==> src/rtl/mux_stream.sv <==
`default_nettype none
// +----------------------------------------------------------------------------+
// | mux_stream                                                                 |
// | N-channel valid/ready stream mux into one registered output stage.         |
// | Revision: 1.0                                                              |
// +----------------------------------------------------------------------------+
module mux_stream #(
    parameter int WIDTH = 32,
    parameter int N     = 4,
    parameter int MODE  = 0,
    localparam int SELW = $clog2(N)
) (
    input  logic               clk,
    input  logic               reset_n,
    input  logic [N*WIDTH-1:0] in_data,
    input  logic [N-1:0]       in_valid,
    output logic [N-1:0]       in_ready,
    input  logic [SELW-1:0]    sel,
    output logic [WIDTH-1:0]   out_data,
    output logic               out_valid,
    input  logic               out_ready,
    output logic [SELW-1:0]    out_src
);

    logic [WIDTH-1:0] out_data_q,  out_data_d;
    logic             out_valid_q, out_valid_d;
    logic [SELW-1:0]  out_src_q,   out_src_d;
    logic [SELW-1:0]  ptr_q,       ptr_d;

    logic             grant_vld;
    logic [SELW-1:0]  grant_idx;
    logic             space;
    logic             accept;
    logic [WIDTH-1:0] grant_word;

    // Grant: external select ignores in_valid so in_ready stays independent of it.
    always_comb begin
        int idx;
        grant_vld = 1'b0;
        grant_idx = '0;
        idx       = 0;
        if (MODE == 0) begin
            if ({1'b0, sel} < (SELW+1)'(N)) begin
                grant_vld = 1'b1;
                grant_idx = sel;
            end
        end else begin
            // Walk from the farthest offset down so the nearest valid channel to ptr wins.
            for (int k = N-1; k >= 0; k--) begin
                idx = int'(ptr_q) + k;
                if (idx >= N) begin
                    idx = idx - N;
                end
                if (in_valid[idx]) begin
                    grant_vld = 1'b1;
                    grant_idx = SELW'(idx);
                end
            end
        end
    end

    assign space      = !out_valid_q || out_ready;
    assign accept     = grant_vld && in_valid[grant_idx] && space;
    assign grant_word = in_data[grant_idx*WIDTH +: WIDTH];

    for (genvar i = 0; i < N; i++) begin : g_ready
        assign in_ready[i] = space && grant_vld && (grant_idx == SELW'(i));
    end

    always_comb begin
        out_data_d  = out_data_q;
        out_valid_d = out_valid_q;
        out_src_d   = out_src_q;
        ptr_d       = ptr_q;
        if (accept) begin
            out_data_d  = grant_word;
            out_src_d   = grant_idx;
            out_valid_d = 1'b1;
            if (MODE == 1) begin
                ptr_d = (grant_idx == SELW'(N-1)) ? '0 : grant_idx + SELW'(1);
            end
        end else if (out_ready) begin
            out_valid_d = 1'b0;
        end
    end

    always_ff @(posedge clk or negedge reset_n) begin
        if (!reset_n) begin
            out_data_q  <= '0;
            out_valid_q <= 1'b0;
            out_src_q   <= '0;
            ptr_q       <= '0;
        end else begin
            out_data_q  <= out_data_d;
            out_valid_q <= out_valid_d;
            out_src_q   <= out_src_d;
            ptr_q       <= ptr_d;
        end
    end

    assign out_data  = out_data_q;
    assign out_valid = out_valid_q;
    assign out_src   = out_src_q;

endmodule
`default_nettype wire

==> config.mk <==
export PLATFORM = sky130hd
export DESIGN_NAME = mux_stream
export DESIGN_NICKNAME = d
export VERILOG_FILES = /design/src/rtl/mux_stream.sv
export SDC_FILE = /design/constraint.sdc
export NUM_CORES = 1
export LEC_CHECK = 0
export ABC_AREA = 1
export CAP_MARGIN = 10
export CORE_UTILIZATION = 40
export CTS_CLUSTER_SIZE = 12
export DETAILED_ROUTE_END_ITERATION = 10
export GPL_TIMING_DRIVEN = 0
export PLACE_DENSITY = 0.9
export RECOVER_POWER = 25
export REMOVE_ABC_BUFFERS = 1
export SETUP_SLACK_MARGIN = 0.02
export SLEW_MARGIN = 10
export SYNTH_ARGS = -nofsm -noshare
export SYNTH_HDL_FRONTEND = slang
export SYNTH_SLANG_ARGS = --single-unit
==> constraint.sdc <==
create_clock -name clk -period 1.8 [get_ports clk]
set_input_delay 0.27 -clock clk [delete_from_list [all_inputs] [get_ports clk]]
set_output_delay 0.27 -clock clk [all_outputs]
set_load 0.005 [all_outputs]
==> impl_metrics.toml <==
[clock_network]
insertion_delay_ns = 0.27
holdBufCountCts = 0
cts_made_buffers = 5
clockRootBuffer = "clkbuf_8"
cts_tree = "done"
numClockSinks = 35
clk_pin_slew_ns = 0.07
cts.htree.levels = 2
clockBufferDepth = 2

[drt]
drc = 20
wl_met3_um = 561
top_layer = "met4"
drtIter0Drc = 108
avgRoutedWirePerCell_um = 11.7
met1_length_um = 3280
via_count = 3413
finalWirelength_um = 8290
via_per_inst = 4.82
ant_nets = 0
wl_met2_um = 4270
drt-pass1-iter-count = 7

[place]
hpwl_um = 5750
gp_congestion = 0.759
post-place-cells = 698
io_buffers = 175

[critical_path]
reg2regPathDepth = 6
r2r-end = "out_data[20]"
required_ns = 1.96
startpoint = "sel[0]"
crit_type = "input pin to flop"
critPathMaxFanout = 68
cp-start-kind = "input pin"
r2r_setup_slack_ns = 0.45
worst_ep_arrival_time_ns = 1.76
critical_path.endpoint = "out_data[20]"
r2r_start = "out_valid"
end_kind = "flop"

[logic_synthesis]
synthFlopType = "dfrtp_1"
async_flop_share = 1.00
yosysWarnings = 0
synthCells = 476
ys_ff_latch = 35
ys_top_cells_by_count = "nand2_1, dfrtp_1, nand3_1"
yosys.area.top_type = "nand2_1"
yosysSeqAreaShare = 0.326
avgSynthCellArea_um2 = 5.65
yosys-top-cells-area = "nand2_1, dfrtp_1, nand3_1, buf_4, buf_6"
yosysUniqueCellTypes = 14
synth_area_um2 = 2690
synth_most_common_cell = "nand2_1"
synth_edf_count = 0
synth_top_area_frac = 0.509

[timing]
finalHoldViolCount = 0
timing.final.crit_share = 0.890
max_freq_ghz = 0.624
slew_headroom = 0.444
setup_violations = 0
rsz0062_at_grt = "false"
worst_slew_pin_slew_ns = 0.835
finalMaxSlewViolations = 0
fin_setup_tns_ns = 0
skew_ns = 0.00555
period_minus_slack_ns = 1.60

[run_status]
violations = "DRC"
status = "finished with violations"

[cells_and_area]
n_antenna_cell = 0
syn_to_final_growth_pct = 69.3
finalNonFillerCells = 708
layout-drive-gt1-share = 0.0301
fin_nets = 768

[global_routing]
grt_pass1_wl_um = 13700
grt_pass1_vias = 3234
grt_util_all_layers = 0.237
grt.overflow.total = 0
antenna_found_initial = 0
grt_max_degree = 69

[min_path]
hold_class = "input pin to async pin"

[floorplan]
die_area_um2 = 7060
ios = 176
core_um2 = 6420
num_rows = 29
initial_utilization = 0.419
die_h_um = 84.0
die_width_um = 84.0

[pwr]
leakage_nw = 2.47
total_power_w = 0.00296
ir_drop_mv = 0.335
p_per_area_nw_per_um2 = 650

[job]
cap_violations = 0
-- where the power goes --
| part | switching, W | internal [W] |
|---|---|---|
| sequential | 0.0000881 | 0.000959 |
| combinational | 0.000522 | 0.000735 |
| clock | 0.000250 | 0.000406 |
-- sequential cells by signal, indices dropped and copies added, names as in the netlist --
register	cells
out_data	32
out_src	2
out_valid	1
-- logic make-up (layout without fill, tap and decap cells) --
family,after synthesis,after routing,share of synthesized area
flip-flops,35,35,0.326
AND/OR/NAND/NOR,406,406,0.590
buffers and inverters,35,190,0.0846
-- how the worst min path moves through the flow --
stage | start | to | slack [ns] | cells after the start
floorplan | reset_n | out_data[0] | -0.03 | 0
global placement | out_data[13] | out_data[13] | 0.45 | 2
detailed placement | reset_n | out_data[9] | 0.38 | 1
CTS | reset_n | out_data[13] | 0.09 | 1
global route | reset_n | out_data[21] | 0.18 | 1
finish | reset_n | out_data[26] | 0.09 | 1
-- routing by layer --
metal | up-vias | track usage
met4 | 0 | 0.0831
met3 | 16 | 0.0534
met2 | 122 | 0.465
met1 | 1527 | 0.242
met5 | - | 0
li1 | 1748 | -
-- layout make-up --
type / instances / area [um2]
clock buffers: 6 / 72.6
clock inverters: 1 / 30.0
fillers: 526 / 1870
inverters: 4 / 35.0
multi-input cells: 406 / 1610
flip-flops and latches: 35 / 876
well taps: 77 / 96.3
repair buffers: 179 / 1840
-- cell usage in the layout, fill, tap and decap left out, types with 2 or more instances in the layout --
| master | instances |
|---|---|
| clkbuf_8 | 5 |
| clkdlybuf4s50_1 | 168 |
| nand3_1 | 34 |
| buf_12 | 2 |
| dfrtp_1 | 35 |
| nand2_1 | 365 |
| nand2_8 | 2 |
| nor3_1 | 4 |
| dlymetal6s2s_1 | 4 |
| buf_4 | 2 |
-- what timing repair did --
action                     CTS  global route
setup endpoints to repair   39            38
hold endpoints to repair     0             0
cloned                       1             0
buffers inserted             2             0
pin swaps                    0             0
gates resized for setup     13             8
-- through the flow --
| stage | hold slack [ns] | utilization | setup WS, ns | cell area, um2 |
|---|---|---|---|---|
| 2_1_floorplan | -0.0256 | - | 0.266 | 2480 |
| 3_3_place_gp | 0.453 | 0.674 | -2.63 | 4330 |
| 3_5_place_dp | 0.379 | 0.675 | -0.885 | 4330 |
| 4_1_cts | 0.0879 | 0.705 | 0.0345 | 4530 |
| 5_1_grt | 0.178 | 0.709 | 0.0900 | 4560 |
| 6_report | 0.0932 | 0.709 | 0.198 | 4560 |
-- worst max-delay path: stages --
cell and delay (ns):
buf_12 0.15, buf_12 0.15, inv_12 0.21, nand2_1 0.10
nand2_1 0.07, nand2_1 0.13, nand2_8 0.25, nand2_8 0.21
nand2_1 0.12, nand2_1 0.06
(Power assumes the default switching activity.)
